$ cat config.mk
export PLATFORM = sky130hd
export DESIGN_NAME = fifo_flag_buf_flat
export DESIGN_NICKNAME = d
export VERILOG_FILES = /design/src/rtl/fifo_flag_buf_if.sv /design/src/rtl/fifo_flag_buf.sv /design/src/flat_wrapper.sv
export SDC_FILE = /design/constraint.sdc
export NUM_CORES = 1
export LEC_CHECK = 0
export ABC_AREA = 1
export CAP_MARGIN = 5
export CORE_UTILIZATION = 50
export CTS_BUF_LIST = sky130_fd_sc_hd__clkbuf_2
export DETAILED_ROUTE_END_ITERATION = 12
export PLACE_DENSITY = 0.78
export SLEW_MARGIN = 30
export SYNTH_ARGS = -nofsm -noshare
export SYNTH_HDL_FRONTEND = slang
export SYNTH_SLANG_ARGS = --single-unit
$ cat constraint.sdc
create_clock -name clk -period 3.2 [get_ports clk]
set_input_delay 0.8 -clock clk [delete_from_list [all_inputs] [get_ports clk]]
set_output_delay 0.8 -clock clk [all_outputs]
set_load 0.03 [all_outputs]
$ cat src/rtl/fifo_flag_buf_if.sv
// Handshake and status bundle between dfcontrol (master) and fifo_flag_buf (slave).
// err_clr exists only when FIFO_ERR_CLR_EN is defined.
interface fifo_flag_buf_if #(
  parameter int DATA_WIDTH = 6,
  parameter int ADDR_WIDTH = 3
);
  logic                  write;
  logic                  read;
`ifdef FIFO_ERR_CLR_EN
  logic                  err_clr;
`endif
  logic [DATA_WIDTH-1:0] data_in;
  logic [DATA_WIDTH-1:0] data_out;
  logic                  valid_out;
  logic [ADDR_WIDTH:0]   count;
  logic                  almost_full;
  logic                  almost_empty;
  logic                  fifo_empty;
  logic                  Fifo_full;
  logic                  fifo_error;
  logic                  fifo_pause;

`ifdef FIFO_ERR_CLR_EN
  modport master (
    output write, read, err_clr, data_in,
    input  data_out, valid_out, count, almost_full, almost_empty,
           fifo_empty, Fifo_full, fifo_error, fifo_pause
  );
  modport slave (
    input  write, read, err_clr, data_in,
    output data_out, valid_out, count, almost_full, almost_empty,
           fifo_empty, Fifo_full, fifo_error, fifo_pause
  );
`else
  modport master (
    output write, read, data_in,
    input  data_out, valid_out, count, almost_full, almost_empty,
           fifo_empty, Fifo_full, fifo_error, fifo_pause
  );
  modport slave (
    input  write, read, data_in,
    output data_out, valid_out, count, almost_full, almost_empty,
           fifo_empty, Fifo_full, fifo_error, fifo_pause
  );
`endif
endinterface

$ cat src/rtl/fifo_flag_buf.sv
// Single-clock FIFO with registered occupancy flags and hysteretic pause for dfcontrol.
// Optional FIFO_ERR_CLR_EN adds err_clr to clear the sticky fifo_error.
module fifo_flag_buf #(
  parameter int DATA_WIDTH = 6,
  parameter int ADDR_WIDTH = 3,
  parameter int AF_THRESH  = 6,
  parameter int AE_THRESH  = 2
) (
  input  logic               clk,
  input  logic               reset,
  fifo_flag_buf_if.slave     bus
);
  localparam int DEPTH = 2 ** ADDR_WIDTH;
  localparam int CW    = ADDR_WIDTH + 1;
  localparam logic [CW-1:0] AF_LVL   = CW'(AF_THRESH);
  localparam logic [CW-1:0] AE_LVL   = CW'(AE_THRESH);
  localparam logic [CW-1:0] FULL_LVL = CW'(DEPTH);

  logic [DATA_WIDTH-1:0] mem_q [DEPTH];

  logic [ADDR_WIDTH-1:0] wr_ptr_q, wr_ptr_d;
  logic [ADDR_WIDTH-1:0] rd_ptr_q, rd_ptr_d;
  logic [CW-1:0]         count_q, count_d;
  logic [DATA_WIDTH-1:0] data_out_q, data_out_d;
  logic                  valid_out_q, valid_out_d;
  logic                  almost_full_q, almost_full_d;
  logic                  almost_empty_q, almost_empty_d;
  logic                  fifo_empty_q, fifo_empty_d;
  logic                  fifo_full_q, fifo_full_d;
  logic                  fifo_error_q, fifo_error_d;
  logic                  fifo_pause_q, fifo_pause_d;

  logic wr_accept, rd_accept, err_event;

  // Acceptance uses last cycle's registered flags so a write while full is dropped even if a read frees a slot.
  always_comb begin
    wr_accept = bus.write && !fifo_full_q;
    rd_accept = bus.read && !fifo_empty_q;
    err_event = (bus.write && fifo_full_q) || (bus.read && fifo_empty_q);

    wr_ptr_d    = wr_accept ? wr_ptr_q + ADDR_WIDTH'(1) : wr_ptr_q;
    rd_ptr_d    = rd_accept ? rd_ptr_q + ADDR_WIDTH'(1) : rd_ptr_q;
    data_out_d  = rd_accept ? mem_q[rd_ptr_q] : data_out_q;
    valid_out_d = rd_accept;

    count_d = count_q;
    case ({wr_accept, rd_accept})
      2'b10:   count_d = count_q + CW'(1);
      2'b01:   count_d = count_q - CW'(1);
      default: count_d = count_q;
    endcase

    almost_full_d  = (count_d >= AF_LVL);
    almost_empty_d = (count_d <= AE_LVL);
    fifo_empty_d   = (count_d == '0);
    fifo_full_d    = (count_d == FULL_LVL);

`ifdef FIFO_ERR_CLR_EN
    fifo_error_d = err_event || (fifo_error_q && !bus.err_clr);
`else
    fifo_error_d = err_event || fifo_error_q;
`endif

    fifo_pause_d = fifo_pause_q;
    if (count_d >= AF_LVL)      fifo_pause_d = 1'b1;
    else if (count_d <= AE_LVL) fifo_pause_d = 1'b0;
  end

  always_ff @(posedge clk) begin
    if (!reset) begin
      wr_ptr_q       <= '0;
      rd_ptr_q       <= '0;
      count_q        <= '0;
      data_out_q     <= '0;
      valid_out_q    <= 1'b0;
      almost_full_q  <= 1'b0;
      almost_empty_q <= 1'b1;
      fifo_empty_q   <= 1'b1;
      fifo_full_q    <= 1'b0;
      fifo_error_q   <= 1'b0;
      fifo_pause_q   <= 1'b0;
    end else begin
      wr_ptr_q       <= wr_ptr_d;
      rd_ptr_q       <= rd_ptr_d;
      count_q        <= count_d;
      data_out_q     <= data_out_d;
      valid_out_q    <= valid_out_d;
      almost_full_q  <= almost_full_d;
      almost_empty_q <= almost_empty_d;
      fifo_empty_q   <= fifo_empty_d;
      fifo_full_q    <= fifo_full_d;
      fifo_error_q   <= fifo_error_d;
      fifo_pause_q   <= fifo_pause_d;
    end
  end

  // Storage is left unreset; stale words are unreachable once the pointers clear.
  always_ff @(posedge clk) begin
    if (reset && wr_accept) mem_q[wr_ptr_q] <= bus.data_in;
  end

  assign bus.data_out     = data_out_q;
  assign bus.valid_out    = valid_out_q;
  assign bus.count        = count_q;
  assign bus.almost_full  = almost_full_q;
  assign bus.almost_empty = almost_empty_q;
  assign bus.fifo_empty   = fifo_empty_q;
  assign bus.Fifo_full    = fifo_full_q;
  assign bus.fifo_error   = fifo_error_q;
  assign bus.fifo_pause   = fifo_pause_q;
endmodule

$ cat src/flat_wrapper.sv
// flat-port wrapper written by rule: the top's interface ports become plain ports
module fifo_flag_buf_flat 
#(
  parameter int DATA_WIDTH = 6,
  parameter int ADDR_WIDTH = 3,
  parameter int AF_THRESH  = 6,
  parameter int AE_THRESH  = 2
)
  (clk, reset, bus_write, bus_read, bus_data_in, bus_data_out, bus_valid_out, bus_count, bus_almost_full, bus_almost_empty, bus_fifo_empty, bus_Fifo_full, bus_fifo_error, bus_fifo_pause);
  fifo_flag_buf_if #(.DATA_WIDTH(DATA_WIDTH), .ADDR_WIDTH(ADDR_WIDTH)) bus_i ();
  input  logic clk;
  input  logic reset;
  input wire logic [$bits(bus_i.write)-1:0] bus_write;
  input wire logic [$bits(bus_i.read)-1:0] bus_read;
  input wire logic [$bits(bus_i.data_in)-1:0] bus_data_in;
  output wire logic [$bits(bus_i.data_out)-1:0] bus_data_out;
  output wire logic [$bits(bus_i.valid_out)-1:0] bus_valid_out;
  output wire logic [$bits(bus_i.count)-1:0] bus_count;
  output wire logic [$bits(bus_i.almost_full)-1:0] bus_almost_full;
  output wire logic [$bits(bus_i.almost_empty)-1:0] bus_almost_empty;
  output wire logic [$bits(bus_i.fifo_empty)-1:0] bus_fifo_empty;
  output wire logic [$bits(bus_i.Fifo_full)-1:0] bus_Fifo_full;
  output wire logic [$bits(bus_i.fifo_error)-1:0] bus_fifo_error;
  output wire logic [$bits(bus_i.fifo_pause)-1:0] bus_fifo_pause;
  assign bus_i.write = bus_write;
  assign bus_i.read = bus_read;
  assign bus_i.data_in = bus_data_in;
  assign bus_data_out = bus_i.data_out;
  assign bus_valid_out = bus_i.valid_out;
  assign bus_count = bus_i.count;
  assign bus_almost_full = bus_i.almost_full;
  assign bus_almost_empty = bus_i.almost_empty;
  assign bus_fifo_empty = bus_i.fifo_empty;
  assign bus_Fifo_full = bus_i.Fifo_full;
  assign bus_fifo_error = bus_i.fifo_error;
  assign bus_fifo_pause = bus_i.fifo_pause;
  fifo_flag_buf #(.DATA_WIDTH(DATA_WIDTH), .ADDR_WIDTH(ADDR_WIDTH), .AF_THRESH(AF_THRESH), .AE_THRESH(AE_THRESH)) u_core (.clk(clk), .reset(reset), .bus(bus_i));
endmodule
### Word-level counts from Yosys, hierarchy flattened

Memory sizes are Yosys's and may differ from the RTL's. A register that Yosys moved wholly into a read port is not among the register bits.
Cells that the tools add are included.

| word-level totals | value |
|---|---|
| bits in read-only memories | 0 |
| RAM bits | 48 |
| bits in latches | 0 |
| input port bits | 10 |
| register bits | 17 |
| word-level logic and storage cells | 37 |
| output and inout port bits | 17 |
| memories kept | 1 |

Memories:

| name | depth | width | read ports | clocked after Yosys merged registers in | wr ports | line | RTL |
|---|---|---|---|---|---|---|---|
| u_core.mem_q | 8 | 6 | 1 | 1 | 1 | fifo_flag_buf.sv:19 | `logic [DATA_WIDTH-1:0] mem_q [DEPTH];` |

| operators by class | value |
|---|---|
| bitwise gates (word level) | 0 |
| div/mod/pow operators | 0 |
| mux-type cells | 5 |
| reductions and logical operators | 12 |
| multipliers | 0 |
| shifts and indexed selects | 0 |
| add/subtract/negate cells | 4 |
| equal/unequal tests | 3 |
| order comparisons | 2 |

Operator list:

| cell | number |
|---|---|
| $pmux 4 s2 | 1 |
| $add 3x1->3 const B | 2 |
| $logic_and 1x1->1 | 5 |
| $add 4x1->4 const B | 1 |
| $eq 4x4->1 const B | 1 |
| $ge 4x3->1 const B | 1 |
| $le 4x2->1 const B | 1 |
| $logic_not 4->1 | 1 |
| $mux 1 | 4 |
| $sub 4x1->4 const B | 1 |
| $logic_not 1->1 | 3 |
| $eq 2x1->1 const B | 1 |
| $eq 2x2->1 const B | 1 |
| $logic_or 1x1->1 | 2 |
| $reduce_bool 2->1 | 1 |

### Logic depth before layout (Yosys ltp)

Gate-level depths: netlist of the first run.

| logic depth | value |
|---|---|
| depth after elaboration | 7 |
| mapped depth | 18 |
| mapped depth without buffers | 18 |

### Worst setup path after synthesis of the first run

OpenSTA, ideal clock, no wires.

| timing | value |
|---|---|
| kind | input to register |
| start point | input bus_read |
| end point | register u_core.fifo_pause_q (netlist: u_core.bus.fifo_pause) |
| setup time | 0.122 ns |
| stages | 13 |
| buffers on the path | 1 |
| arrival time | 2.372 ns |
| slack | 0.706 ns |
| required time | 3.078 ns |
| cell sequence | inv_1 nor2_1 buf_4 ha_1 nand2_1 inv_1 nor2_2 ha_1 o21a_1 nand2_1 nand2_1 nand3_1 nand3_1 |

| between the ends | value |
|---|---|
| cells in the longest elaborated chain, start to end | 5 |
| elaborated cells between the ends (all ways) | 8 |
| classes of those cells | order compare: 2; eq/ne: 2; mux: 2; reduce/logical: 2 |

RTL lines:

| element | line | RTL |
|---|---|---|
| start: declaration | flat_wrapper.sv:14 | `input wire logic [$bits(bus_i.read)-1:0] bus_read;` |
| $logic_and 1x1->1 (*) | fifo_flag_buf.sv:38 | `rd_accept = bus.read && !fifo_empty_q;` |
| via u_core.rd_accept | fifo_flag_buf.sv:33 | `logic wr_accept, rd_accept, err_event;` |
| $eq 2x1->1 / $eq 2x2->1 (equally long branches) | fifo_flag_buf.sv:47 | `case ({wr_accept, rd_accept})` |
| $pmux 4 s2 (*) | fifo_flag_buf.sv:47 |  |
| $ge 4x3->1 / $le 4x2->1 (equally long branches) | fifo_flag_buf.sv:65, fifo_flag_buf.sv:66 |  |
| $mux 1 / $reduce_bool 2->1 (equally long branches) | n/a |  |
| end signal: assignment | fifo_flag_buf.sv:93 | `fifo_pause_q <= fifo_pause_d;` |
| end: declaration | fifo_flag_buf.sv:31 | `logic fifo_pause_q, fifo_pause_d;` |

The timed path passes the listed nets; every way through them passes the cells marked *.
A chain may end at the register's enable or synchronous reset.

### Final worst setup path of the first run

| timing | value |
|---|---|
| start point | input bus_write |
| end point | register u_core.fifo_empty_q (netlist: u_core.bus.fifo_empty) |

| between the ends | value |
|---|---|
| cells in the longest elaborated chain, start to end | 4 |
| elaborated cells between the ends (all ways) | 5 |
| classes of those cells | eq/ne: 2; mux: 1; reduce/logical: 2 |

RTL lines:

| element | line | RTL |
|---|---|---|
| start: declaration | flat_wrapper.sv:13 | `input wire logic [$bits(bus_i.write)-1:0] bus_write;` |
| $logic_and 1x1->1 (*) | fifo_flag_buf.sv:37 | `wr_accept = bus.write && !fifo_full_q;` |
| $eq 2x1->1 / $eq 2x2->1 (equally long branches) | fifo_flag_buf.sv:47 |  |
| $pmux 4 s2 (*) | fifo_flag_buf.sv:47 |  |
| $logic_not 4->1 (*) | fifo_flag_buf.sv:55 | `fifo_empty_d = (count_d == '0);` |
| end signal: assignment | fifo_flag_buf.sv:90 | `fifo_empty_q <= fifo_empty_d;` |
| end: declaration | fifo_flag_buf.sv:28 | `logic fifo_empty_q, fifo_empty_d;` |

Mark *: on every way between the ends. The rest lies on a longest branch, timed or not.

==> summary.md, run 1 <==
| Metric | Value |
|---|---|
| Outcome | complete, no violations |
| Yosys top cell by area | edfxtp_1 |
| Cell area after layout | 0.00336 mm² |
| DRC | 0 |
| DP Area | about 0.0033 mm² |
| Final Slew Violations | 0 |
| Slowest cell delay on critical path | approximately 0.5 ns |
| Mux cell area share after synthesis | 0% |
| Reg2Reg Setup Slack | ~1.1 ns |
| Minimum clock period | between 2 and 3 ns |
| Layout cells sized above 1 | about a tenth |
| Synth warnings | 0 |
| Final net count | ~330 |
| M3 GR Usage | about 5.6% |
| Compound-Gate Fraction of Synth Area | between 10% and 20% |
| Setup bufs post-CTS | 0 |
| Synth Area in Simple Gates | approximately 14% |
| Num CTS Buffers | 9 |
| Row count | 27 |
| Pwr Density | 751 mW/mm² |
| Post-synthesis xor/xnor area fraction | less than 1% |
| Initial antenna violation count | 0 |
| Final WL | between 6000 and 7000 µm |
| Worst Hold Class | reg2reg |
| Post-synthesis sequential area ratio | about 65% |
| First-pass GRT wire length | 9610 µm |
| Synth top area share | ~50% |
| Port buffer count | 26 |
| Hold buffers post-CTS | 0 |
| # clock sinks | between 70 and 80 |
| Vias in the first global route | 2011 |
| P&R area growth vs syn | 15.6% |
| Routed WL per cell | 15.6 µm |
| Unrepaired setup endpoints after global routing | no |
| Startpoint Class | input pin |
| CTS tree | done |
| Sum Neg Setup Slack | 0 ns |
| Critical Path Sink Type | flip-flop |
| Ant diodes | 0 |
| M1 GR Usage | 27.4% |
| Core ar. | ~0.0056 mm² |
| Syn Area/Cell | between 10 and 15 µm² |
| Largest cells by area after synthesis | edfxtp_1 (50%), dfxtp_1 (16%), nor2_1 (6.4%) |
| I/O Pins | 27 |
| Synthesized Nets | between 200 and 300 |
| Die Wd | about 78 µm |
| Max-capacitance violation count | 0 |
| Largest net degree at the start of global routing | 27 |
| Clock buffer depth | 2 |
| Fin crit share | approximately 81% |
| Chip Height | 78.3 µm |
| Routability cong. | between 0.8 and 0.9 |
| Max FO, Critical Path | 6 |
| Total global routing overflow | 0 |
| Initial Util | a little over half |
| Reg clk slew, reported paths | about 0.17 ns |
| Worst vdd ir | between 300 and 400 µV |
| Arrival @ worst endpoint | 3.03 ns |
| Fillers | 460 |
| Number of synthesized flops with an enable pin | 48 |
| Async SR Flop Fraction | 0% |
| Count of final setup violators | 0 |
| Data required, critical path | 3.65 ns |
| Fin. Hold Viols | 0 |
| Top cells by count, synth | nor2_1 (50), edfxtp_1 (48), nand2_1 (35), o21ai_0 (29), dfxtp_1 (23) |
| Synth Cell Area | just under 0.003 mm² |
| Max-Slew Margin vs Limit | approximately 43% |
| Peak Freq | 0.387 GHz |
| Static leakage | approximately 0.0013 µW |
| Synthesized flop and latch total | 71 |
| Kind of critical path | in2reg |
| Syn Inst Count | approximately 280 |
| Detailed Place HPWL | between 3000 and 4000 µm |
| Clock Skew | approximately 0.018 ns |
| Critical Path, Cell by Cell | clkdlybuf4s50_1 > inv_1 > nor2_1 > inv_1 > ha_1 > nand2_1 > inv_1 > nor2_2 > ha_1 > inv_1 > nand2_1 > inv_1 > nand2_1 > nand3_1 > nand2_1 > nand3_2 > nand2_1 > nand2_1 > inv_1 |
| Initial DRC count | ~200 |
| Resized cells post-CTS | 0 |
| Largest family of logic cells by synthesized area | simple AND/OR/NAND/NOR gates |
| CP max stage cell | clkdlybuf4s50_1 |
| Drt pass-1 iters | 4 |
| Root Buffer | clkbuf_2 |
| Htree depth | 3 |
| GRT met2 Usage | approximately a third |
| Cell with the most instances after synthesis | nor2_1 |
| Die area | 0.00613 mm² |
| Post-synth cell types | 27 |
| Post-Synth Adder-Cell Area | under 10% |
| Drt via density | roughly 5.3 |
| Primary FF master, synth | edfxtp_1 |
| Post-route antenna net violation count | 0 |
| Vias after detailed routing | 2073 |
| Worst slew pin tran | ~0.86 ns |
| Hold Slack | 0.527 ns |
| Total GRT Usage | a little over a fifth |
| Busiest grt layer | met2 |
| Clock Latency Late Sink | 0.50 ns |
==> cell families after synthesis <==
family / after synthesis
and+or+nand+nor: 101
xor gates and xnor gates: 2
DFF: 71
buffers and inverters: 34
AOI/OAI and AO/OA: 65
adders and majority gates: 5
==> registers in the layout (all words and copies together) (netlist names) <==
signal and cells:
u_core.bus.Fifo_full 1, u_core.bus.valid_out 1, u_core.bus.count 4, u_core.bus.fifo_pause 1, u_core.bus.almost_empty 1, u_core.rd_ptr_q 3, u_core.mem_q 48, u_core.bus.fifo_error 1
u_core.bus.data_out 6, u_core.bus.almost_full 1, u_core.wr_ptr_q 3, u_core.bus.fifo_empty 1
==> per-stage QoR <==
stage	instances	utilization (%)	setup WS (ns)	total power (µW)
global route	389	60.4	0.482	2670
floorplan	278	-	0.706	1770
global placement	373	58.4	0.245	2020
detailed placement	373	58.4	0.105	2050
finish	389	60.4	0.613	2530
CTS	389	60.4	0.641	2540
==> cells in the final DEF, fill, tap and decap left out, types with 2 or more instances in the layout <==
master / Yosys / layout
clkinv_2: 0 / 2
o21ai_1: 8 / 8
inv_1: 20 / 20
dfxtp_1: 23 / 23
inv_2: 3 / 3
nor2_1: 50 / 50
clkbuf_2: 2 / 10
ha_1: 5 / 5
nor3_1: 4 / 4
o21ai_0: 29 / 29
a21oi_1: 12 / 12
nand2_1: 35 / 35
edfxtp_1: 48 / 48
buf_4: 3 / 8
nand3_1: 8 / 8
o211ai_1: 12 / 12
clkdlybuf4s50_1: 0 / 26
o21a_1: 2 / 2
==> layout make-up <==
| class | count | area, µm² | area share [%] |
|---|---|---|---|
| clock buffers | 10 | 50.0 | 1.49 |
| clock inverters | 6 | 60.1 | 1.79 |
| well taps | 72 | 90.1 | 2.68 |
| multi-input cells | 173 | 856 | 25.4 |
| repair buffers | 34 | 320 | 9.52 |
| inverters | 23 | 86.3 | 2.57 |
| flip-flops and latches | 71 | 1900 | 56.5 |
==> final timing paths <==
path / startpoint / end / depth (start not counted)
worst max-delay path: bus_write / u_core.bus.fifo_empty / 19
worst min-delay path: u_core.bus.fifo_error / u_core.bus.fifo_error / 2
worst max register to register: u_core.bus.Fifo_full / u_core.bus.fifo_empty / 17
worst min register to register: u_core.bus.fifo_error / u_core.bus.fifo_error / 2
==> power breakdown <==
| part | total (µW) | switching (µW) | internal, µW |
|---|---|---|---|
| registers | 1170 | 91.8 | 1080 |
| logic | 856 | 534 | 322 |
| clock network | 496 | 315 | 181 |
| total | 2530 | 940 | 1590 |
==> layer usage <==
layer,vias to the layer above,share of wire [%]
li1,1019,-
met1,995,42
met2,50,52
met3,9,4.8
met4,0,1.5
met5,-,0
==> worst max-delay path, delay by kind of cell <==
family / cells / cell delay [ns]
and+or+nand+nor: 10 / 0.92
adders and majority gates: 2 / 0.42
buffers and inverters: 7 / 0.90
Power figures use the tool's default switching activity.
==> inputs of run 2 (changes only) <==
- PLACE_DENSITY: 0.78 -> 0.81
- clock period: 3.2 -> 2.3 ns (I/O delays scaled with it)
==> summary.md, run 2 (synthesized netlist as in run 1, its figures left out) <==
| Metric | Value |
|---|---|
| Core ar. | around 0.0056 mm² |
| Final WL | about 5800 µm |
| Routed WL per cell | 14.4 µm |
| Worst slew pin tran | 0.658 ns |
| Initial DRC count | 116 |
| Reg2reg start | u_core.bus.Fifo_full |
| Max FO, Critical Path | 4 |
| Clock Skew | 0.0367 ns |
| Hold buffers post-CTS | 0 |
| I/O Pins | 27 |
| Outcome | complete, no violations |
| Total GRT Usage | 20.8% |
| Htree depth | 3 |
| Post-route antenna net violation count | 0 |
| Reg2Reg Setup Slack | 0.44 ns |
| Port buffer count | 26 |
| Final net count | between 300 and 400 |
| Detailed Place HPWL | roughly 3800 µm |
| First-pass GRT wire length | 9270 µm |
| Seq. cell area | between 0.0015 and 0.002 mm² |
| DP Area | between 0.003 and 0.004 mm² |
| Layout cells sized above 1 | between 10% and 20% |
| Flip-flop count of the largest register after layout | 48 |
| Setup bufs post-CTS | 0 |
| Worst vdd ir | 544 µV |
| Ant diodes | 0 |
| Delay-heaviest family, CP | buffers and inverters |
| Unrepaired setup endpoints after global routing | no |
| Clock Latency Late Sink | 0.52 ns |
| Max-capacitance violation count | 0 |
| Routability cong. | roughly 0.85 |
| Die Wd | 78.3 µm |
| Reg clk slew, reported paths | roughly 0.20 ns |
| Final core occ | 62.1% |
| Critical Path, Cell by Cell | clkdlybuf4s50_1 |
| Area of the multi-input gates | between 800 and 900 µm² |
| Slowest cell delay on critical path | approximately 0.7 ns |
| Num CTS Buffers | 9 |
| CTS tree | done |
| Vias in the first global route | just over 2k |
| Peak Freq | around 0.45 GHz |
| Root Buffer | clkbuf_2 |
| Static leakage | 0.00135 µW |
| Max-Slew Margin vs Limit | a little under three fifths |
| Drt via density | 5.17 |
| DRC | 0 |
| Fin. Hold Viols | 0 |
| Count of final setup violators | 0 |
| Startpoint Class | flip-flop |
| Arrival @ worst endpoint | about 1.6 ns |
| Vias after detailed routing | 2069 |
| CP max stage cell | clkdlybuf4s50_1 |
| Buffers & Inverters on Critical Path | 1 |
| Die area | between 0.006 and 0.007 mm² |
| Clock buffer depth | 2 |
| Data required, critical path | 1.73 ns |
| Sum Neg Setup Slack | 0 ns |
| Worst Hold Class | reg2reg |
| Drt pass-1 iters | 4 |
| Commonest non-fill, non-tap cell in the layout | nor2_1 |
| Kind of critical path | reg2out |
| Final Slew Violations | 0 |
| Most flops, register | u_core.mem_q |
| Total global routing overflow | 0 |
| Initial antenna violation count | 0 |
| Fin crit share | 96.0% |
| Commonest cells after routing, fill and taps aside | nor2_1 (49), edfxtp_1 (48), nand2_1 (34) |
| Minimum clock period | 2.21 ns |
| Critical Path Sink Type | primary output |
| Row count | 27 |
| Largest net degree at the start of global routing | 27 |
| P&R area growth vs syn | 19.0% |
| Min-delay src | u_core.bus.fifo_error |
| Crit. Startpoint | u_core.bus.count[0] |
| Cell area after layout | roughly 0.0035 mm² |
| Tot Pwr | 3590 µW |
| Pwr Density | about 1000 mW/mm² |
| Chip Height | 78.3 µm |
| Initial Util | 52.2% |
| Fillers | around 460 |
| # clock sinks | slightly above 70 |
run 2: changes by cell type in the layout (fill, tap and decap cells not counted):
cell / previous run / this run
buf_4: 8 / 19
clkdlybuf4s50_1: 26 / 25
clkinv_1: 1 / 0
clkinv_2: 2 / 1
clkinv_4: 0 / 2
dlymetal6s2s_1: 0 / 1
nand2_1: 35 / 34
nand2_2: 1 / 2
nor2_1: 50 / 49
nor2_2: 1 / 2
run 2: worst paths after layout:
check / depth (start not counted) / endpoint
max reg2reg: 15 / u_core.bus.fifo_pause
max: 1 / bus_count[0]
min reg2reg: 2 / u_core.bus.fifo_error
min: 2 / u_core.bus.fifo_error
run 2: repair_timing:
item | CTS | global route
endpoints found under the hold margin | 0 | 0
setup endpoints to repair | 0 | 3
resized for setup | 0 | 3
run 2: cell type report:
cell class	count	share of cell area, %
Clock buffer	10	1.45
Clock inverter	6	1.99
Inverter	23	2.49
Multi-Input combinational cell	173	24.9
Sequential cell	71	54.9
Tap cell	72	2.60
Timing Repair Buffer	45	11.7
run 2: layer usage:
| metal | global-route usage [%] | wire length (µm) | up-vias |
|---|---|---|---|
| met5 | 0 | 0 | - |
| met4 | 11.9 | 78 | 0 |
| met3 | 6.28 | 473 | 8 |
| met2 | 34.8 | 2920 | 63 |
| met1 | 23.7 | 2290 | 954 |
| li1 | - | - | 1044 |
run 2: through the flow:
step,hold slack (ns),cells,worst slack [ns]
floorplan,0.492,278,0.0309
global placement,0.458,384,-0.249
detailed placement,0.468,384,-0.348
CTS,0.511,400,0.0582
global route,0.558,400,0.00173
finish,0.503,400,0.0912
run 2: report_power, final:
part           total [µW]  internal [µW]  switching [µW]
sequential           1610           1510             109
clock                 714            261             453
combinational        1270            509             756
